==> src/rtl/vsa_param_core.sv <==
`default_nettype none
// ============================================================================
// Module   : vsa_param_core
// Brief    : Parametrised five-state multicycle LW/SW/BEQZ/BNEZ/ALU core with
//            instruction/data ready handshakes, retire pulse and a register
//            file debug read port.
// Revision : 1.0 - initial release
// ============================================================================
module vsa_param_core #(
    parameter  int DW    = 5,
    parameter  int AW    = 2,
    parameter  int PCW   = 5,
    parameter  int SEXT  = 0,
    localparam int c_IW  = 6 + 3 * AW,
    localparam int c_IMW = AW + 3
) (
    input  logic             i_clk,
    input  logic             i_rst,
    output logic [PCW-1:0]   o_pc,
    input  logic [c_IW-1:0]  i_instruction,
    input  logic             i_imem_ready,
    output logic [DW-1:0]    o_alu_out,
    input  logic [DW-1:0]    i_datain,
    output logic [DW-1:0]    o_dataout,
    output logic             o_wr,
    output logic             o_rd,
    input  logic             i_mem_ready,
    output logic             o_retire,
    input  logic [AW-1:0]    i_dbg_addr,
    output logic [DW-1:0]    o_dbg_data
);

    localparam int c_NREG = 1 << AW;

    // Opcodes
    localparam logic [2:0] c_OP_LW   = 3'd0;
    localparam logic [2:0] c_OP_SW   = 3'd1;
    localparam logic [2:0] c_OP_BEQZ = 3'd2;
    localparam logic [2:0] c_OP_ALU  = 3'd3;
    localparam logic [2:0] c_OP_ADDI = 3'd4;
    localparam logic [2:0] c_OP_SUBI = 3'd5;
    localparam logic [2:0] c_OP_BNEZ = 3'd6;

    // ALU function codes
    localparam logic [2:0] c_FN_ADD  = 3'd0;
    localparam logic [2:0] c_FN_SUB  = 3'd1;
    localparam logic [2:0] c_FN_AND  = 3'd2;
    localparam logic [2:0] c_FN_OR   = 3'd3;
    localparam logic [2:0] c_FN_XOR  = 3'd4;
    localparam logic [2:0] c_FN_NOT  = 3'd5;
    localparam logic [2:0] c_FN_SRL  = 3'd6;

    typedef enum logic [2:0] {
        S_IF  = 3'd0,
        S_ID  = 3'd1,
        S_EX  = 3'd2,
        S_MEM = 3'd3,
        S_WB  = 3'd4
    } state_t;

    state_t              r_state;
    state_t              w_state_next;

    logic [PCW-1:0]      r_pc;
    logic [PCW-1:0]      r_npc;
    logic [c_IW-1:0]     r_ir;
    logic [DW-1:0]       r_a;
    logic [DW-1:0]       r_b;
    logic [DW-1:0]       r_alu_out;
    logic [DW-1:0]       r_lmd;
    logic                r_cond;
    logic [DW-1:0]       r_regs [c_NREG];

    // Instruction fields. The I-format destination shares the R-format src2
    // slot, so B always holds the store data register for SW.
    logic [2:0]          w_op;
    logic [AW-1:0]       w_src1;
    logic [AW-1:0]       w_src2;
    logic [AW-1:0]       w_rdst;
    logic [2:0]          w_fun;
    logic [c_IMW-1:0]    w_imm;
    logic [DW-1:0]       w_imm_ext;
    logic [c_IMW-1:0]    w_boff;
    logic [PCW-1:0]      w_target;
    logic                w_is_mem;
    logic                w_is_branch;

    logic [DW-1:0]       w_rf_a;
    logic [DW-1:0]       w_rf_b;
    logic [DW-1:0]       w_alu_res;
    logic signed [DW-1:0] w_a_s;
    logic                w_cond;

    logic                w_rf_we;
    logic [AW-1:0]       w_rf_waddr;
    logic [DW-1:0]       w_rf_wdata;

    logic                w_wr;
    logic                w_rd;
    logic                w_retire;

    assign w_op        = r_ir[c_IW-1 -: 3];
    assign w_src1      = r_ir[c_IW-4 -: AW];
    assign w_src2      = r_ir[c_IW-4-AW -: AW];
    assign w_rdst      = r_ir[c_IW-4-2*AW -: AW];
    assign w_fun       = r_ir[2:0];
    assign w_imm       = r_ir[c_IMW-1:0];
    assign w_is_mem    = (w_op == c_OP_LW) || (w_op == c_OP_SW);
    assign w_is_branch = (w_op == c_OP_BEQZ) || (w_op == c_OP_BNEZ);

    // Immediate extension is fixed at elaboration time.
    generate
        if (SEXT != 0) begin : g_imm_sext
            assign w_imm_ext = DW'($signed(w_imm));
        end else begin : g_imm_zext
            assign w_imm_ext = DW'(w_imm);
        end
    endgenerate

    // Branch offset is the immediate without its top bit, in half-words;
    // the sum wraps naturally at PCW bits.
    assign w_boff   = {w_imm[c_IMW-2:0], 1'b0};
    assign w_target = r_npc + PCW'(w_boff);

    // R0 is hard-wired to zero on every read path.
    assign w_rf_a     = (w_src1 == '0) ? '0 : r_regs[w_src1];
    assign w_rf_b     = (w_src2 == '0) ? '0 : r_regs[w_src2];
    assign o_dbg_data = (i_dbg_addr == '0) ? '0 : r_regs[i_dbg_addr];

    assign w_a_s  = r_a;
    assign w_cond = (w_op == c_OP_BEQZ) ? (r_a == '0) : (r_a != '0);

    // EX result; NOP (and anything unlisted) leaves alu_out unchanged.
    always_comb begin
        w_alu_res = r_alu_out;
        case (w_op)
            c_OP_LW, c_OP_SW, c_OP_ADDI: w_alu_res = r_a + w_imm_ext;
            c_OP_SUBI:                   w_alu_res = r_a - w_imm_ext;
            c_OP_BEQZ, c_OP_BNEZ:        w_alu_res = DW'(w_target);
            c_OP_ALU: begin
                case (w_fun)
                    c_FN_ADD: w_alu_res = r_a + r_b;
                    c_FN_SUB: w_alu_res = r_a - r_b;
                    c_FN_AND: w_alu_res = r_a & r_b;
                    c_FN_OR:  w_alu_res = r_a | r_b;
                    c_FN_XOR: w_alu_res = r_a ^ r_b;
                    c_FN_NOT: w_alu_res = ~r_a;
                    c_FN_SRL: w_alu_res = r_a >> 1;
                    default:  w_alu_res = w_a_s >>> 1;
                endcase
            end
            default: w_alu_res = r_alu_out;
        endcase
    end

    // Write-back selection; writes to R0 are dropped here.
    always_comb begin
        w_rf_we    = 1'b0;
        w_rf_waddr = w_src2;
        w_rf_wdata = r_alu_out;
        if (r_state == S_WB) begin
            case (w_op)
                c_OP_ALU: begin
                    w_rf_we    = 1'b1;
                    w_rf_waddr = w_rdst;
                end
                c_OP_ADDI, c_OP_SUBI: w_rf_we = 1'b1;
                c_OP_LW: begin
                    w_rf_we    = 1'b1;
                    w_rf_wdata = r_lmd;
                end
                default: w_rf_we = 1'b0;
            endcase
        end
        if (w_rf_waddr == '0) begin
            w_rf_we = 1'b0;
        end
    end

    // State register.
    always_ff @(posedge i_clk or posedge i_rst) begin
        if (i_rst) begin
            r_state <= S_IF;
        end else begin
            r_state <= w_state_next;
        end
    end

    // Next-state and memory/retire strobes; illegal encodings fall back to IF.
    always_comb begin
        w_state_next = S_IF;
        w_wr         = 1'b0;
        w_rd         = 1'b0;
        w_retire     = 1'b0;
        case (r_state)
            S_IF:  w_state_next = i_imem_ready ? S_ID : S_IF;
            S_ID:  w_state_next = S_EX;
            S_EX:  w_state_next = S_MEM;
            S_MEM: begin
                if (w_is_mem) begin
                    w_rd         = (w_op == c_OP_LW);
                    w_wr         = (w_op == c_OP_SW);
                    w_state_next = i_mem_ready ? S_WB : S_MEM;
                end else begin
                    w_state_next = S_WB;
                end
            end
            S_WB: begin
                w_retire     = 1'b1;
                w_state_next = S_IF;
            end
            default: w_state_next = S_IF;
        endcase
    end

    // Datapath registers, each loaded only in its own pipeline phase.
    always_ff @(posedge i_clk or posedge i_rst) begin
        if (i_rst) begin
            r_pc      <= '0;
            r_npc     <= '0;
            r_ir      <= '0;
            r_a       <= '0;
            r_b       <= '0;
            r_alu_out <= '0;
            r_lmd     <= '0;
            r_cond    <= 1'b0;
        end else begin
            case (r_state)
                S_IF: begin
                    if (i_imem_ready) begin
                        r_ir  <= i_instruction;
                        r_npc <= r_pc + PCW'(2);
                    end
                end
                S_ID: begin
                    r_a <= w_rf_a;
                    r_b <= w_rf_b;
                end
                S_EX: begin
                    r_alu_out <= w_alu_res;
                    if (w_is_branch) begin
                        r_cond <= w_cond;
                    end
                end
                S_MEM: begin
                    if (w_is_mem) begin
                        if (i_mem_ready) begin
                            if (w_op == c_OP_LW) begin
                                r_lmd <= i_datain;
                            end
                            r_pc <= r_npc;
                        end
                    end else if (w_is_branch && r_cond) begin
                        r_pc <= PCW'(r_alu_out);
                    end else begin
                        r_pc <= r_npc;
                    end
                end
                default: begin
                end
            endcase
        end
    end

    // Register file storage.
    always_ff @(posedge i_clk or posedge i_rst) begin
        if (i_rst) begin
            for (int i = 0; i < c_NREG; i++) begin
                r_regs[i] <= '0;
            end
        end else if (w_rf_we) begin
            r_regs[w_rf_waddr] <= w_rf_wdata;
        end
    end

    assign o_pc      = r_pc;
    assign o_alu_out = r_alu_out;
    assign o_dataout = r_b;
    assign o_wr      = w_wr;
    assign o_rd      = w_rd;
    assign o_retire  = w_retire;

endmodule
`default_nettype wire

==> config.mk <==
export PLATFORM = sky130hd
export DESIGN_NAME = vsa_param_core
export DESIGN_NICKNAME = d
export VERILOG_FILES = /design/src/rtl/vsa_param_core.sv
export SDC_FILE = /design/constraint.sdc
export NUM_CORES = 1
export LEC_CHECK = 0
export BUFFER_PORTS_ARGS = -buffer_cell sky130_fd_sc_hd__buf_4
export CAP_MARGIN = 20
export CELL_PAD_IN_SITES_DETAIL_PLACEMENT = 0
export CELL_PAD_IN_SITES_GLOBAL_PLACEMENT = 1
export CORE_MARGIN = 4
export CORE_UTILIZATION = 40
export DETAILED_ROUTE_END_ITERATION = 10
export PLACE_DENSITY_LB_ADDON = 0.08
export SLEW_MARGIN = 40
export SYNTH_ARGS = -nofsm -noshare
export SYNTH_HDL_FRONTEND = slang
export SYNTH_SLANG_ARGS = --single-unit
==> constraint.sdc <==
create_clock -name i_clk -period 2.9 [get_ports i_clk]
set_input_delay 0.58 -clock i_clk [delete_from_list [all_inputs] [get_ports i_clk]]
set_output_delay 0.58 -clock i_clk [all_outputs]
set_load 0.1 [all_outputs]
## Yosys cells after proc, flatten, opt, wreduce, memory -nomap -nowiden

Index checks and enable logic that the tools add are counted.
W data, S select, Z words.

| storage, ports and cells | value |
|---|---|
| output and inout port bits | 23 |
| logic and storage cells | 108 |
| memories kept | 0 |
| RAM bits | 0 |
| bits in latches | 0 |
| register bits | 66 |
| ROM bits | 0 |

| cells by class | value |
|---|---|
| shift-type cells | 0 |
| add/sub/neg operators | 6 |
| multiplexer cells | 37 |
| bitwise gates (word level) | 8 |
| order comparisons | 5 |
| equal/unequal tests | 17 |
| div/mod/pow operators | 0 |
| multiply operators | 0 |
| reduce and logical (&&, ||, !) cells | 22 |

Operator list:

| kind | count |
|---|---|
| $mux W5 | 15 |
| $pmux W5 S7 | 1 |
| $bmux W5 S2 | 3 |
| $eq A3 B3 Y1 const B | 7 |
| $bwmux W20 | 1 |
| $pmux W5 S4 | 1 |
| $eq A3 B2 Y1 const B | 6 |
| $add A5 B5 Y5 | 3 |
| $ge A3 B3 Y1 const B | 4 |
| $not A2 Y3 | 4 |
| $pmux W3 S4 | 1 |
| $demux W5 S2 | 1 |
| $mux W1 | 10 |
| $sub A5 B5 Y5 | 2 |
| $eq A3 B1 Y1 const B | 3 |
| $logic_not A3 Y1 | 3 |
| $logic_not A2 Y1 | 4 |
| $reduce_and A2 Y1 | 4 |
| $mux W3 | 2 |
| $add A5 B2 Y5 const B | 1 |
| $and A5 B5 Y5 | 1 |
| $logic_not A5 Y1 | 1 |
| $not A5 Y5 | 1 |
| $or A5 B5 Y5 | 1 |
| other kinds (12) | 15 |

## Depth between registers and ports, before layout

Gate-level depths: netlist of run 1.

| logic depth | value |
|---|---|
| depth after elaboration | 9 |
| depth in mapped cells | 13 |
| depth with buffers taken out | 12 |

## Worst setup path after synthesis of run 1

OpenSTA, ideal clock, no wires.

| timing | value |
|---|---|
| path type | input to output |
| start | input port i_dbg_addr[1] |
| end | output port o_dbg_data[3] |
| arrival time | 2.983 ns |
| path slack | -0.663 ns |
| required time | 2.320 ns |
| buffers on the path | 1 |
| stages | 3 |
| cells stage by stage | clkbuf_1 > nand2_1 > o21ai_0 |

| on the way | value |
|---|---|
| cells in the longest elaborated chain, start to end | 5 |

Ends and longest elaborated chain:

| what | line | RTL |
|---|---|---|
| from (decl) | 29 | `input logic [AW-1:0] i_dbg_addr,` |
| $not A2 Y3 (implied by the code) | 128 | `assign o_dbg_data = (i_dbg_addr == '0) ? '0 : r_regs[i_dbg_addr];` |
| $bmux W5 S2 | 128 |  |
| $mux W5 (implied by the code) (2 in series) | 128 |  |
| $mux W5 (*) | 128 |  |
| to (decl) | 30 | `output logic [DW-1:0] o_dbg_data` |

Mark *: on every way between the ends. The rest lies on a longest branch, timed or not. The select of a mux whose other input is x is not followed.

## Worst setup path in the final report of run 1

| timing | value |
|---|---|
| start | register r_ir[1] |
| end | register r_alu_out[4], in the netlist o_alu_out[4] |

| on the way | value |
|---|---|
| cells in the longest elaborated chain, start to end | 3 |

Ends and longest elaborated chain:

| what | line | RTL |
|---|---|---|
| from (decl) | 66 | `logic [c_IW-1:0] r_ir;` |
| from (signal assigned) | 231 | `r_ir <= i_instruction;` |
| parallel branches: the longest is 2 deep, another holds $add A5 B5 Y5 | -- |  |
| $pmux W5 S4 (*) | 136 | `case (w_op)` |
| to (signal assigned) | 240 | `r_alu_out <= w_alu_res;` |
| to (decl) | 69 | `logic [DW-1:0] r_alu_out;` |

Mark *: on every way between the ends.
A chain may end at the register's enable or synchronous reset.

==> results of run 1 <==
path summary, 6_finish.rpt:
path | start | endpoint | slack, ns | depth (start not counted)
max | r_ir[1]$_DFFE_PP0P_ | o_alu_out[4]$_DFFE_PP0P_ | 0.10 | 11
min | i_rst | r_lmd[1]$_DFFE_PP0P_ | 0.15 | 2
max reg2reg | r_ir[1]$_DFFE_PP0P_ | o_alu_out[4]$_DFFE_PP0P_ | 0.10 | 11
min reg2reg | r_lmd[3]$_DFFE_PP0P_ | r_lmd[3]$_DFFE_PP0P_ | 0.51 | 1
max in group asynchronous | i_rst | o_dataout[0]$_DFFE_PP0P_ | 2.08 | 3
min in group i_clk | i_instruction[1] | r_ir[1]$_DFFE_PP0P_ | 0.44 | 3
area by class of cell:
| cell class | instances | area share (%) |
|---|---|---|
| Multi-Input combinational cell | 294 | 49.37 |
| Sequential cell | 61 | 32.21 |
| Timing Repair Buffer | 58 | 9.172 |
| Tap cell | 133 | 3.506 |
| Clock buffer | 9 | 2.609 |
| Inverter | 22 | 1.740 |
| Clock inverter | 7 | 1.397 |
repair_timing:
item,in CTS,in global routing
setup buffers,0,2
gates resized for setup,0,3
setup endpoints to repair,0,1
cell families after synthesis:
group | count (synthesis)
flip-flops | 61
multiplexers | 59
XOR/XNOR | 17
adder cells (fa/ha/maj) | 32
buffers and inverters | 39
AO/OA/AOI/OAI | 89
AND/OR/NAND/NOR | 97
worst register-to-register path, stage by stage (launching register included):
cell	delay [ns]
dfrtp_1	0.40
inv_2	0.08
ha_2	0.17
nor2b_4	0.16
mux2_4	0.32
fa_2	0.35
nand2b_4	0.15
a21oi_2	0.15
xnor2_1	0.11
or4b_1	0.48
a31o_1	0.24
a21oi_2	0.11
metal layers:
layer  vias to the layer above  wire length, microns  share of wire, %
li1                       1515                     -                 -
met1                      1495                  4818                47
met2                        61                  4760                47
met3                        15                   372               3.7
met4                         0                   231               2.3
met5                         -                     0                 0
cell usage in the layout (no fill, tap or decap), drive strengths merged, types with 3 or more instances in the layout:
master	instances
a31oi	4
mux2	51
nor2	27
and2	3
nand3	6
fa	3
a22oi	11
nor3b	4
mux2i	8
a221oi	5
buf	58
clkinv	5
a211o	4
nor2b	6
nor3	5
nand2	31
a21oi	26
a22o	5
xor2	8
ha	29
dfrtp	61
a21o	3
nand2b	3
clkbuf	9
xnor2	9
inv	22
o21ai	22
metrics by stage:
| stage | utilization (%) | TNS, ns |
|---|---|---|
| finish | 48.79 | 0 |
| global route | 48.79 | 0 |
| CTS | 48.51 | 0 |
| detailed placement | 46.55 | 0 |
| global placement | 46.55 | 0 |
| floorplan | - | -0.01089 |
registers in the layout, indices dropped and copies added, names as in the netlist:
signal,count
r_npc,5
r_lmd,5
o_alu_out,5
o_dataout,5
r_regs,15
r_a,5
r_ir,12
o_pc,5
r_state,3
r_cond,1
==> results.toml, run 1 <==
[outcome]
status = "finished clean"

[synthesis]
synth-async-reset-ratio_pct = 100.0
syn_area_sq_um = 3966
ys_ff_latch = 61
synth_compound_area_share_pct = 14.73
yosysUniqueCellTypes = 45
synthCells = 394
avgSynthCellArea_sq_um = 10.07
synth_top_area_share_pct = 38.49
synthAdderAreaFrac_pct = 10.66
synth_mux_area_share_pct = 16.50
yosys_warnings = 0
synth_top_family_by_area = "multiplexers"
synth_edf_count = 0
synthTopCellsByCount = "dfrtp_1, mux2_2, nand2_1"
synth_fp_nets = 449
synth-xor-area-share_pct = 3.754
synth_simple_gate_area_share_pct = 12.08
synth_largest_area_cell = "dfrtp_1"
synth_ff_type = "dfrtp_1"
yosysSeqAreaShare_pct = 38.49
synth_area_leaders = "dfrtp_1, mux2_2, ha_1, a21oi_1, nand2_1"
yosys.cell_count.top_type = "dfrtp_1"

[finish]
drive_gt1_share_pct = 32.15
ff_latch_area_sq_um = 1529
fin_cells = 584
final_area_sq_um = 4747
multi_input_area_sq_um = 2344
num_antenna_cells = 0
syn2layout_area_growth_pct = 19.68
fin_nets = 501
n_fill_cell = 948

[clock_tree]
cts_tree = "done"
cts_sinks = 61
cts_buffers = 9
root_buffer = "clkbuf_8"
htree_levels = 3
clk_pin_slew_ns = 0.07
cts_hold_buffers = 0
cts.path.max_buffers = 2
clkLatencyLatePin_ns = 0.35

[grt]
grtUsageMet1_pct = 25.54
use_met3_pct = 3.839
grt.total_usage_pct = 18.83
grt_overflow = 0
busiest_layer = "met2"
use_met2_pct = 29.48
grt_antenna_before_repair = 0
grt_pass1_vias = 3163
grt_max_degree = 31
grt_pass1_wl_microns = 16770

[timing]
rsz0062_at_grt = "no"
hold_ws_ns = 0.1455
worst_pin_slew_ns = 0.5398
maxSlewHeadroom_pct = 63.86
finalMaxSlewViolations = 0
period_share_pct = 96.40
fin_crit_ns = 2.796
hold_viol = 0
clock.fmax_mhz = 357.7
setup_viol = 0
skew_ns = 0.01289
worst_slack_ns = 0.1043

[placed_design]
place.gp.congestion = 0.8061
pre_cts_ws_ns = 0.1168
dp_hpwl_microns = 7675
io_buffers = 45
dp.cells = 566
place_area_sq_um = 4529

[setup_path]
arrival_ns = 3.07
crit_slowest_cell = "or4b_1"
path_class = "reg2reg"
crit_top_cell = "a21oi_2"
cp-start-kind = "flop"
max_stage_delay_ns = 0.48
critPathBufInv = 1
crit_path_cell_trace = "inv_2, ha_2, nor2b_4, mux2_4, fa_2, nand2b_4, a21oi_2, xnor2_1, or4b_1, a31o_1, a21oi_2"
crit_required_ns = 3.17
crit_family = "simple AND/OR/NAND/NOR gates"
path_max_fanout = 4
cp-end-kind = "flop"

[run]
drv_cap = 0

[drt]
routedWlPerCell_microns = 17.44
first_pass_iters = 4
remaining_drc_errors = 0
wirelength_microns = 10180
ant_nets = 0
dr_total_vias = 3086
vias_per_cell = 5.284
drt_iter0_drc = 166

[floorplan]
fp-row-count = 36
start_util_pct = 40.77
ioPinCount = 46
die_h_microns = 107.6
dieArea_sq_um = 11570
core_sq_um = 9729
die_w_microns = 107.6

[min_path]
hold_path.class = "in2async"
Power of run 1 is not shown: default switching activity piles up to over one toggle a cycle in this logic, so the estimate is an artifact.
==> run 2: changes to the inputs <==
Settings changed: MAX_ROUTING_LAYER from default to met4.
==> results.toml, run 2 (synthesis results as in run 1) <==
[outcome]
status = "finished clean"

[floorplan]
die_h_microns = 107.6
start_util_pct = 40.77
core_sq_um = 9729
die_w_microns = 107.6
fp-row-count = 36
ioPinCount = 46
dieArea_sq_um = 11570

[grt]
grt_pass1_wl_microns = 16810
grt_antenna_before_repair = 0
grt_max_degree = 31
grt_overflow = 0
grt_pass1_vias = 3161
grt.total_usage_pct = 19.39

[drt]
dr_total_vias = 3062
drt_iter0_drc = 149
vias_per_cell = 5.243
first_pass_iters = 5
ant_nets = 0
wirelength_microns = 10180
routedWlPerCell_microns = 17.44
remaining_drc_errors = 0

[finish]
drive_gt1_share_pct = 32.15
fin_cells = 584
fin_nets = 501
finish.utilization_pct = 48.79
reg_top3 = "r_regs (15), r_ir (12)"
top_register = "r_regs"
layout_common_cells = "dfrtp_1, buf_4, mux2_2"
syn2layout_area_growth_pct = 19.68
num_antenna_cells = 0
layout_commonest_cell = "dfrtp_1"
largest_reg_flops = 15
final_area_sq_um = 4747

[clock_tree]
htree_levels = 3
clk_pin_slew_ns = 0.07
cts.path.max_buffers = 2
cts_hold_buffers = 0
cts_buffers = 9
root_buffer = "clkbuf_8"
cts_sinks = 61
clkLatencyLatePin_ns = 0.35
cts_tree = "done"

[timing]
clock.fmax_mhz = 357.7
hold_viol = 0
setup_viol = 0
worst_slack_ns = 0.1045
skew_ns = 0.009279
maxSlewHeadroom_pct = 63.82
fin_crit_ns = 2.795
rsz0062_at_grt = "no"
worst_pin_slew_ns = 0.5404
finalMaxSlewViolations = 0
period_share_pct = 96.40

[setup_path]
crit_required_ns = 3.17
reg2reg_depth = 11
r2r_end = "o_alu_out[4]$_DFFE_PP0P_"
path_max_fanout = 4
crit_end = "o_alu_out[4]$_DFFE_PP0P_"
crit_top_cell = "a21oi_2"
path_class = "reg2reg"
cp-start-kind = "flop"
startpoint = "r_ir[1]$_DFFE_PP0P_"
crit_slowest_cell = "or4b_1"
crit_path_cell_trace = "inv_2, ha_2, nor2b_4, mux2_4, fa_2, nand2b_4, a21oi_2, xnor2_1, or4b_1, a31o_1, a21oi_2"
r2r_slack_ns = 0.10
r2r_start = "r_ir[1]$_DFFE_PP0P_"
arrival_ns = 3.07
max_stage_delay_ns = 0.48
cp-end-kind = "flop"

[placed_design]
dp.cells = 566
place.gp.congestion = 0.8178
pre_cts_ws_ns = 0.1168
io_buffers = 45
place_area_sq_um = 4529
dp_hpwl_microns = 7675

[run]
drv_cap = 0

[min_path]
hold_path.class = "in2async"
==> run 2: cell counts in the layout (fill, tap and decap cells not counted) <==
No cell type changed its count.
==> run 2: layout make-up <==
type	instances	area [sq um]
fillers	948	4982
multi-input cells	294	2344
flip-flops and latches	61	1529
repair buffers	58	435.4
well taps	133	166.4
clock buffers	9	123.9
inverters	22	82.58
clock inverters	7	66.31
==> run 2: routing by layer <==
layer  up-vias  routed length (microns)  share of wire, %  track usage, %
met2        56                     4704                46           29.40
met4         0                      252               2.5           7.845
met5         -                        0                 0               -
met3        18                      310               3.0           3.059
li1       1513                        -                 -               -
met1      1475                     4916                48           26.04
==> run 2: worst max-delay path: cells and delay by family (launching register included) <==
family / cells / cell delay [ns]
xor+xnor: 1 / 0.11
simple gates: 3 / 0.79
buf+inv: 1 / 0.08
fa+ha+maj: 2 / 0.52
flops: 1 / 0.40
mux: 1 / 0.32
compound gates: 3 / 0.50
==> run 2: worst min path at each step <==
stage                                      end  slack (ns)
final                     r_lmd[2]$_DFFE_PP0P_        0.15
after global routing      r_lmd[1]$_DFFE_PP0P_        0.15
after CTS                 r_lmd[1]$_DFFE_PP0P_        0.14
after detailed placement  r_lmd[3]$_DFFE_PP0P_        0.49
after global placement    r_lmd[0]$_DFFE_PP0P_        0.49
after floorplan           r_lmd[0]$_DFFE_PP0P_        0.48
==> run 2: timing repair <==
action,4_1_cts,5_1_grt
setup endpoints to repair,0,1
resized for setup,0,3
setup buffers,0,2
==> run 2: stage by stage <==
step                hold WS (ns)   TNS, ns
detailed placement        0.4928         0
floorplan                 0.4754  -0.01089
global route              0.1542         0
global placement          0.4862         0
finish                    0.1453         0
CTS                       0.1376         0
Power of run 2 is left out for the same reason.
